$ cat config.mk
export PLATFORM = sky130hd
export DESIGN_NAME = alu64_seq
export DESIGN_NICKNAME = d
export VERILOG_FILES = /design/src/rtl/alu64_seq.sv
export SDC_FILE = /design/constraint.sdc
export NUM_CORES = 1
export LEC_CHECK = 0
export CAP_MARGIN = 20
export CORE_MARGIN = 10
export CORE_UTILIZATION = 26
export DETAILED_ROUTE_END_ITERATION = 10
export PLACE_DENSITY = 0.47
export SKIP_LAST_GASP = 1
export SYNTH_ARGS = -nofsm -noshare
export SYNTH_HDL_FRONTEND = slang
export SYNTH_SLANG_ARGS = --single-unit
$ cat constraint.sdc
create_clock -name clk -period 5.73 [get_ports clk]
set_input_delay 1.4325 -clock clk [delete_from_list [all_inputs] [get_ports clk]]
set_output_delay 1.4325 -clock clk [all_outputs]
set_load 0.01 [all_outputs]
$ cat src/rtl/alu64_seq.sv
// Two-cycle 64-bit Y86-64 ALU sequencer: one 32-bit add/sub/and/xor slice reused for low then high half.
// Define ALU_SEQ_LOGIC_BYPASS_EN to finish andq/xorq in a single cycle straight from IDLE.
module alu64_seq #(
    parameter int unsigned SLICE_W = 32
) (
    input  logic                   clk,
    input  logic                   rst_n,
    input  logic                   req_valid,
    output logic                   req_ready,
    input  logic [1:0]             op,
    input  logic [2*SLICE_W-1:0]   a,
    input  logic [2*SLICE_W-1:0]   b,
    output logic                   res_valid,
    input  logic                   res_ready,
    output logic [2*SLICE_W-1:0]   result,
    output logic [2:0]             cc
);

    localparam int unsigned W = 2 * SLICE_W;

    localparam logic [1:0] OP_ADD = 2'b00;
    localparam logic [1:0] OP_SUB = 2'b01;
    localparam logic [1:0] OP_AND = 2'b10;
    localparam logic [1:0] OP_XOR = 2'b11;

    localparam logic [2:0] CC_RESET = 3'b100;

    typedef enum logic [1:0] {
        IDLE = 2'b00,
        LO   = 2'b01,
        HI   = 2'b10,
        DONE = 2'b11
    } state_t;

    state_t               state;
    logic [1:0]           op_r;
    logic [W-1:0]         a_r;
    logic [W-1:0]         b_r;
    logic [SLICE_W-1:0]   lo_r;
    logic                 carry_r;

    logic [SLICE_W-1:0]   sl_a;
    logic [SLICE_W-1:0]   sl_b;
    logic                 sl_cin;
    logic [SLICE_W:0]     sl_sum;
    logic [SLICE_W-1:0]   sl_res;
    logic                 sl_cout;

    logic [W-1:0]         full_res;
    logic                 full_of;

    // {ZF,SF,OF} for a full-width result
    function automatic logic [2:0] flags(input logic [W-1:0] r, input logic of);
        return {(r == '0), r[W-1], of};
    endfunction

    // Shared slice: the half is selected by state, carry-in comes from the LO pass in HI
    always_comb begin
        sl_a    = (state == HI) ? a_r[W-1:SLICE_W] : a_r[SLICE_W-1:0];
        sl_b    = (state == HI) ? b_r[W-1:SLICE_W] : b_r[SLICE_W-1:0];
        if (op_r == OP_SUB) begin
            sl_b = ~sl_b;
        end
        sl_cin  = (state == HI) ? carry_r : (op_r == OP_SUB);
        sl_sum  = {1'b0, sl_a} + {1'b0, sl_b} + {{SLICE_W{1'b0}}, sl_cin};
        sl_res  = sl_sum[SLICE_W-1:0];
        sl_cout = sl_sum[SLICE_W];
        case (op_r)
            OP_AND: begin
                sl_res  = sl_a & sl_b;
                sl_cout = 1'b0;
            end
            OP_XOR: begin
                sl_res  = sl_a ^ sl_b;
                sl_cout = 1'b0;
            end
            default: ;
        endcase
    end

    // Assembled 64-bit result and signed overflow, meaningful during HI
    always_comb begin
        full_res = {sl_res, lo_r};
        full_of  = 1'b0;
        case (op_r)
            OP_ADD:  full_of = (a_r[W-1] == b_r[W-1]) && (full_res[W-1] != a_r[W-1]);
            OP_SUB:  full_of = (a_r[W-1] != b_r[W-1]) && (full_res[W-1] != a_r[W-1]);
            default: full_of = 1'b0;
        endcase
    end

`ifdef ALU_SEQ_LOGIC_BYPASS_EN
    logic [W-1:0] byp_res;

    always_comb begin
        byp_res = op[0] ? (a ^ b) : (a & b);
    end
`endif

    // Sequencer; req_ready/res_valid are registered alongside the state
    always_ff @(posedge clk or negedge rst_n) begin
        if (!rst_n) begin
            state     <= IDLE;
            req_ready <= 1'b1;
            res_valid <= 1'b0;
            result    <= '0;
            cc        <= CC_RESET;
            op_r      <= OP_ADD;
            a_r       <= '0;
            b_r       <= '0;
            lo_r      <= '0;
            carry_r   <= 1'b0;
        end else begin
            case (state)
                IDLE: begin
                    if (req_valid) begin
                        op_r      <= op;
                        a_r       <= a;
                        b_r       <= b;
                        carry_r   <= 1'b0;
                        req_ready <= 1'b0;
`ifdef ALU_SEQ_LOGIC_BYPASS_EN
                        if (op[1]) begin
                            result    <= byp_res;
                            cc        <= flags(byp_res, 1'b0);
                            res_valid <= 1'b1;
                            state     <= DONE;
                        end else begin
                            state <= LO;
                        end
`else
                        state <= LO;
`endif
                    end
                end
                LO: begin
                    lo_r    <= sl_res;
                    carry_r <= sl_cout;
                    state   <= HI;
                end
                HI: begin
                    result    <= full_res;
                    cc        <= flags(full_res, full_of);
                    res_valid <= 1'b1;
                    state     <= DONE;
                end
                DONE: begin
                    if (res_ready) begin
                        res_valid <= 1'b0;
                        req_ready <= 1'b1;
                        state     <= IDLE;
                    end
                end
                default: begin
                    state     <= IDLE;
                    req_ready <= 1'b1;
                    res_valid <= 1'b0;
                end
            endcase
        end
    end

endmodule

# Yosys cells after proc, flatten, opt, wreduce, memory -nomap -nowiden
# Cells that the tools add are included.
word_totals:
  mem_bits_ro: 0
  output_inout_bits: 69
  mem_count: 0
  register_bits: 234
  latch_bits: 0
  ramBits: 0
  word_cells: 56
classes:
  n_reduce_logical: 14
  multipliers: 0
  magnitude_cmp: 0
  bitwise: 3
  shifts: 0
  n_mux: 16
  n_div: 0
  n_addsub: 2
  eq_ne: 11
ops:
  columns: ["cell", "count"]
  rows:
  - ["two-way mux 32 bit", 3]
  - ["zero test 64 bit", 1]
  - ["case mux 32 bit (2 select lines)", 1]
  - ["adder 32 x 32 -> 33 bit", 1]
  - ["adder 33 x 1 -> 33 bit", 1]
  - ["AND 32 bit", 1]
  - ["inverter 32 bit", 1]
  - ["bitwise XOR 32 bit", 1]
  - ["equality test 2 bit, second input constant", 4]
  - ["case mux 1 bit (2 select lines)", 4]
  - ["case mux 2 bit (4 select lines)", 1]
  - ["AND reduction 2 bit", 4]
  - ["nonzero test 2 bit", 3]
  - ["two-way mux 1 bit", 5]
  - ["equality test 2 x 1 -> 1 bit, second input constant", 2]
  - ["zero test 2 bit", 2]
  - ["two-way mux 2 bit", 2]
  - ["inequality test 2 bit, second input constant", 2]
  - ["AND reduction 3 bit", 1]
  - ["logical AND 1 bit", 2]
  - ["inequality test 1 bit", 2]
  - ["OR reduction 2 bit", 1]
  - ["equality test 1 bit", 1]

# Longest topological paths before layout
# Gate-level depths: netlist of the first run.
logic_depth:
  ltp_word: 10
  depth_mapped: 21
  depth_no_buf: 18

# Worst setup path after synthesis of the first run
# OpenSTA, ideal clock, no wires.
synth_path:
  path_kind: "reg-to-reg"
  start: "register op_r[0]"
  end: "register cc[2]"
  t_arrival_ps: 4974
  setup_time_ps: 63
  stages_incl_launch_ff: 21
  t_required_ps: 5667
  path_slack_ps: 693
  period_less_slack_ps: 5037
  cell_sequence: "dfrtp_1 > clkbuf_1 > clkbuf_1 > buf_1 > nor2b_1 > clkbuf_1 > buf_2 > mux2i_1 > fa_1 > inv_1 > fa_1 > a21oi_1 > o211ai_2 > a21oi_1 > o31ai_1 > a31o_2 > mux2i_1 > a211oi_1 > nand3b_1 > nor4_1 > a32o_1"
synth_via:
  elab_chain_cells: 6
synth_rtl:
  columns: ["element", "line_no", "rtl"]
  rows:
  - ["start, declared", "36", "logic [1:0] op_r;"]
  - ["start signal, assigned", "117", "op_r <= op;"]
  - ["equality test 2 x 1 -> 1 bit", "61, 64", null]
  - ["two-way mux 32 bit", "61", "if (op_r == OP_SUB) begin"]
  - ["adder 32 x 32 -> 33 bit", "65", "sl_sum = {1'b0, sl_a} + {1'b0, sl_b} + {{SLICE_W{1'b0}}, sl_cin};"]
  - ["adder 33 x 1 -> 33 bit", "65", null]
  - ["case mux 32 bit (2 select lines) *", "68", "case (op_r)"]
  - ["zero test 64 bit *", "54", "return {(r == '0), r[W-1], of};"]
  - ["end signal, assigned", "143", "cc <= flags(full_res, full_of);"]
  - ["end, declared", "16", "output logic [2:0] cc"]
# Mark *: on every way between the ends. The rest lies on a longest branch, timed or not.
# A chain may end at the register's enable or synchronous reset.

# Final worst setup path of the first run
layout_path:
  start: "register state[0]"
  end: "register cc[2]"
layout_via:
  elab_chain_cells: 8
layout_rtl:
  columns: ["element", "line_no", "rtl"]
  rows:
  - ["start, declared", "35", "state_t state;"]
  - ["start signal, assigned", "103", "state <= IDLE;"]
  - ["start signal, assigned", "132", "state <= LO;"]
  - ["start signal, assigned", "139", "state <= HI;"]
  - ["equality test 2 bit *", null, null]
  - ["two-way mux 32 bit", "60", "sl_b = (state == HI) ? b_r[W-1:SLICE_W] : b_r[SLICE_W-1:0];"]
  - ["inverter 32 bit", "62", "sl_b = ~sl_b;"]
  - ["two-way mux 32 bit", "61", null]
  - ["adder 32 x 32 -> 33 bit", "65", null]
  - ["adder 33 x 1 -> 33 bit", "65", null]
  - ["case mux 32 bit (2 select lines)", "68", null]
  - ["zero test 64 bit", "54", null]
# Marked as above.

==> results of run 1 <==
## metrics by stage
| stage | instance area, um^2 | hold WS (ps) |
|---|---|---|
| floorplan | 12400 | 471 |
| global placement | 15000 | 481 |
| detailed placement | 15000 | 481 |
| CTS | 16000 | 496 |
| global route | 16000 | 512 |
| finish | 16000 | 498 |
## cell families (layout without fill, tap and decap cells)
group | count (synthesis) | in the layout | synth area share, %
buffers and inverters | 81 | 288 | 3.11
AND/OR/NAND/NOR | 202 | 202 | 7.95
XOR/XNOR | 46 | 46 | 3.26
adder cells (fa/ha/maj) | 38 | 38 | 3.97
multiplexers | 273 | 273 | 24.3
other | 0 | 1 | 0
flip-flops | 233 | 233 | 47.2
AO/OA/AOI/OAI | 190 | 190 | 10.3
## registers in the layout, indices dropped and copies added, names as in the netlist
name	cells
op_r	2
state	2
res_valid	1
lo_r	32
carry_r	1
a_r	64
result	63
cc	3
b_r	64
req_ready	1
## cells in the final DEF (no fill, tap or decap), drive strengths merged, types with 4 or more instances in the layout
master	n
nor2b	7
clkdlybuf4s50	201
clkinv	8
nor3	8
o22ai	7
a31oi	5
dfrtp	231
o21a	6
xor2	7
ha	36
a21oi	78
nand2	46
and3	7
or3	5
buf	21
nor4	8
mux2	218
nand2b	5
o31ai	4
nand3	7
mux2i	55
nor2	79
nand4	5
o21ai	33
bufinv	5
a21o	9
a211oi	9
xnor2	39
clkbuf	35
inv	15
and2	6
nor3b	4
## routing by layer
metal | up-vias | global-route usage (%) | part of all wire [%]
met1 | 4322 | 17.8 | 48
met2 | 188 | 20.5 | 46
met3 | 39 | 2.67 | 5.0
met5 | - | 0 | 0.019
li1 | 4237 | - | -
met4 | 2 | 2.62 | 1.4
## worst min-delay path by stage
stage                              startpoint                  end  slack [ps]
final                       cc[0]$_DFFE_PN0P_    cc[0]$_DFFE_PN0P_         500
after global routing      b_r[60]$_DFFE_PN0P_  b_r[60]$_DFFE_PN0P_         510
after CTS                   cc[0]$_DFFE_PN0P_    cc[0]$_DFFE_PN0P_         500
after detailed placement    cc[0]$_DFFE_PN0P_    cc[0]$_DFFE_PN0P_         480
after global placement      cc[0]$_DFFE_PN0P_    cc[0]$_DFFE_PN0P_         480
after floorplan           carry_r$_DFFE_PN0P_  carry_r$_DFFE_PN0P_         470
## final cells by class
| class | instances | area, um^2 |
|---|---|---|
| Antenna cell | 1 | 2.50 |
| Clock buffer | 35 | 788 |
| Clock inverter | 17 | 225 |
| Fill cell | 4696 | 30700 |
| Inverter | 14 | 52.6 |
| Multi-Input combinational cell | 749 | 6180 |
| Sequential cell | 233 | 5830 |
| Tap cell | 607 | 759 |
| Timing Repair Buffer | 222 | 2190 |
## worst reg2reg max path, delay by kind of cell, from the launching register on
kind,cells,cell delay [ps]
mux,1,410
compound gates,4,1260
flops,1,420
buf+inv,2,600
simple gates,6,1470
fa+ha+maj,2,770
==> impl_metrics.tcl, run 1 <==
set metrics [dict create \
    detailedPlace.worstSlack_ps 777 \
    tns_ps 0 \
    via_per_inst 4.68 \
    routedWlPerCell_um 19.8 \
    relSlewSlack_pct 33.4 \
    cts_resized 0 \
    via_count 8788 \
    synth_top_area_share_pct 46.7 \
    drv_cap 0 \
    place.gp.congestion 0.817 \
    antenna_left 0 \
    drv_slew 0 \
    drcViolationCount 0 \
    yosys_warnings 0 \
    cts_sinks 233 \
    grt_pass1_wl_mm 57.4 \
    crit_cells 15 \
    grt_use_total_pct 12.9 \
    synth_area_leaders "dfrtp_1 47%, mux2_2 20%, mux2i_1 4.5%" \
    postCtsHoldBufs 0 \
    setup.worst_path.end "cc[2]$_DFFE_PN1P_" \
    arrival_ps 5480 \
    finalHoldViolations 0 \
    clock.fmax_mhz 200 \
    postCtsSetupRepairBufs 0 \
    antenna_found_initial 2 \
    critPathKind "register to register" \
    areaGrowthSynthToFinish_pct 29.6 \
    grt.overflow.total 0 \
    syn-cell-area_mm2 0.0124 \
    grt_pass1_vias 9247 \
    hold_path_class "register to register" \
    yosysMostFrequentCell "dfrtp_1" \
    status "finished, final reports clean" \
    critPathSlowestCell "a2111oi_2" \
    dieArea_mm2 0.0567 \
    setup_ws_ps 725 \
    synth_fp_nets 1235 \
    r2r_slack_ps 730 \
    synthFlopType "dfrtp_1" \
    yosys.area.top_type "dfrtp_1" \
    clk_transition_reported_paths_ps 60 \
    start_util_pct 26.5 \
    crit_required_ps 6210 \
    syn-mean-instance-area_um2 11.6 \
    cts_tree "yes" \
    synth_cells 1063 \
    cts_buffer_depth 3 \
    critPathMaxFanout 28 \
    drive_gt1_share_pct 25.0 \
    cts_buffers 28 \
    ios 203 \
    synth_seq_area_share_pct 47.2 \
    async_reset_ff_share_pct 100 \
    end_kind "register" \
    port_buffers 202 \
    crit_start "state[0]$_DFFE_PN0P_" \
    first_pass_iters 5 \
    clock_latency_ps 570 \
    fin_skew_ps 27.8 \
    setup_viol 0 \
    regToRegEndpoint "cc[2]$_DFFE_PN1P_" \
    routed_wl_mm 37.2 \
    rsz0062_at_grt "no" \
    dpl.cell_count 1825 \
    path_cells "inv_1 > ha_4 > buf_4 > mux2_2 > ha_1 > nand3_1 > a2111oi_2 > nor2_1 > a211oi_2 > o21ai_1 > nand4_1 > nor3b_2 > or3b_1 > nor4_1 > a32o_1" \
    min_path_cells 2 \
    synth-edff-count 0 \
    slowest_delay_ps 480 \
    r2r_start "state[0]$_DFFE_PN0P_" \
    dr.first_iter.drc_count 477 \
    instances_no_fill 1878 \
    h-tree-depth 1 \
    synth-seq-cells 233 \
    core_area_mm2 0.0468 \
    finalCritPeriodShare_pct 87.3 \
    worstMarginPinSlew_ps 991 \
    grt_max_degree 121 \
    rr_worst_depth 15 \
    utilization_pct 34.3 \
    rows 79 \
    synth_common_cells "231 x dfrtp_1, 218 x mux2_2, 79 x nor2_1, 76 x a21oi_1, 55 x mux2i_1" \
    fp.dieW_um 238 \
    crit_path_start_kind "register" \
    hpwl_mm 28.1 \
    die_h_um 238 \
    clockRootBuffer "clkbuf_16" \
    nets 1420 \
    layout_min_cycle_time_ps 5000 \
    path_buf_inv 2 \
    synthDistinctLibCells 83 \
    cp_top_family "simple AND/OR/NAND/NOR gates" \
]
Power of run 1 is not shown: default switching activity piles up to over one toggle a cycle in this logic, so the estimate is an artifact.
==> inputs of run 2 (changes only) <==
--- a/config.mk
+++ b/config.mk
@@ -10,6 +10,7 @@
 export CORE_UTILIZATION = 26
 export DETAILED_ROUTE_END_ITERATION = 10
 export PLACE_DENSITY = 0.47
+export REMOVE_ABC_BUFFERS = 1
 export SKIP_LAST_GASP = 1
 export SYNTH_ARGS = -nofsm -noshare
 export SYNTH_HDL_FRONTEND = slang
==> run 2 against run 1 <==
Against the previous run: critical path depth rose by 1; via count rose by 2.7%; final area fell by 0.22%; flip-flop and latch count did not move; setup slack improved by 60 ps; critical path type unchanged; critical endpoint unchanged.
==> impl_metrics.tcl, run 2 (synthesis results as in run 1) <==
set metrics [dict create \
    min_path_cells 1 \
    grt_pass1_wl_mm 59.1 \
    port_buffers 202 \
    grt_max_degree 125 \
    rr_worst_depth 16 \
    dpl.cell_count 1825 \
    h-tree-depth 1 \
    hold_path.startpoint "a_r[50]$_DFFE_PN0P_" \
    relSlewSlack_pct 30.1 \
    top_regs "a_r (64), b_r (64), result (63)" \
    first_pass_iters 4 \
    diodes 0 \
    nets 1421 \
    clk_transition_reported_paths_ps 60 \
    drv_slew 0 \
    final_cell_mix "230 x dfrtp_1, 218 x mux2_2, 201 x clkdlybuf4s50_1, 79 x nor2_1, 76 x a21oi_1" \
    finalHoldViolations 0 \
    utilization_pct 34.2 \
    instances_no_fill 1878 \
    drive_gt1_share_pct 24.7 \
    grt_pass1_vias 9636 \
    cts_tree "yes" \
    die_h_um 238 \
    finalCritPeriodShare_pct 86.3 \
    end_kind "register" \
    grt_use_total_pct 13.2 \
    routed_wl_mm 38.0 \
    grt.overflow.total 0 \
    detailedPlace.worstSlack_ps 897 \
    start_util_pct 26.5 \
    hold_path_class "register to register" \
    clock.fmax_mhz 202 \
    fin_skew_ps 29.7 \
    fp.dieW_um 238 \
    postCtsSetupRepairBufs 0 \
    hpwl_mm 27.9 \
    use_met3_pct 2.96 \
    routedWlPerCell_um 20.2 \
    drv_cap 0 \
    core_area_mm2 0.0468 \
    dr.first_iter.drc_count 608 \
    r2r_start "state[0]$_DFFE_PN0P_" \
    busiest_layer "met2" \
    antenna_left 0 \
    dieArea_mm2 0.0567 \
    antenna_found_initial 0 \
    setup_ws_ps 785 \
    whs_endpoint "a_r[50]$_DFFE_PN0P_" \
    status "finished, final reports clean" \
    use_met2_pct 21.5 \
    r2r_slack_ps 790 \
    cts_buffers 29 \
    regToRegEndpoint "cc[2]$_DFFE_PN1P_" \
    nFillCells 4756 \
    gr-usage-met1_pct 17.5 \
    drcViolationCount 0 \
    cts_sinks 233 \
    via_per_inst 4.81 \
    rsz0062_at_grt "no" \
    critPathKind "register to register" \
    worstMarginPinSlew_ps 1050 \
    crit_required_ps 6210 \
    postCtsHoldBufs 0 \
    areaGrowthSynthToFinish_pct 29.3 \
    cts_resized 0 \
    clockRootBuffer "clkbuf_16" \
    layout_min_cycle_time_ps 4940 \
    critPathMaxFanout 62 \
    place.gp.congestion 0.828 \
    ios 203 \
    cts_buffer_depth 3 \
    clock_latency_ps 570 \
    final_common_cell "dfrtp_1" \
    crit_path_start_kind "register" \
    via_count 9026 \
    arrival_ps 5430 \
    rows 79 \
    setup_viol 0 \
]
-- run 2: cell count changes in the layout (fill, tap and decap cells not counted) --
| cell | previous run | this run |
|---|---|---|
| clkinvlp_4 | 3 | 0 |
| buf_12 | 1 | 3 |
| buf_4 | 19 | 17 |
| bufinv_16 | 5 | 2 |
| clkinv_2 | 7 | 6 |
| clkbuf_8 | 4 | 7 |
| diode_2 | 1 | 0 |
| clkbuf_1 | 2 | 7 |
-- run 2: how the worst max path moves through the flow --
stage               slack [ps]                 start  cells past startpoint                end
detailed placement         900  state[0]$_DFFE_PN0P_                     16  cc[2]$_DFFE_PN1P_
floorplan                -2090  state[0]$_DFFE_PN0P_                     17  cc[2]$_DFFE_PN1P_
CTS                        870  state[0]$_DFFE_PN0P_                     16  cc[2]$_DFFE_PN1P_
global route               570  state[0]$_DFFE_PN0P_                     16  cc[2]$_DFFE_PN1P_
global placement           920  state[0]$_DFFE_PN0P_                     16  cc[2]$_DFFE_PN1P_
finish                     790  state[0]$_DFFE_PN0P_                     16  cc[2]$_DFFE_PN1P_
-- run 2: area by class of cell --
cell class                      instances  area (um^2)  share of cell area (%)
Timing Repair Buffer                  222         2210                    13.8
Tap cell                              607          759                    4.75
Multi-Input combinational cell        749         6180                    38.6
Inverter                               14         52.6                   0.328
Sequential cell                       233         5830                    36.5
Clock inverter                         10          108                   0.673
Clock buffer                           43          848                    5.30
-- run 2: worst max-delay path, cell delays in order (launching register included) --
cell      delay [ps]
dfrtp_1          410
inv_1            140
ha_4             250
buf_12           330
mux2i_1          360
xnor2_1          110
ha_1             430
a21oi_2          210
o21ai_1          120
nand2b_1         160
a221o_1          330
a221o_2          440
o31a_4           330
a311oi_2         270
mux2i_1          240
o221ai_1         320
a32o_1           330
-- run 2: through the flow --
stage / cell area, um^2 / TNS (ps) / hold WS [ps]
after floorplan: 12000 / -86160 / 471
after global placement: 15000 / 0 / 482
after detailed placement: 15000 / 0 / 488
after CTS: 16000 / 0 / 503
after global routing: 16000 / 0 / 515
final: 16000 / 0 / 497
-- run 2: metal layers --
metal  vias up  share of wire (%)
li1       4235                  -
met1      4544                 46
met2       209                 47
met3        38                5.6
met4         0                1.6
met5         -                  0
Power of run 2 is left out for the same reason.
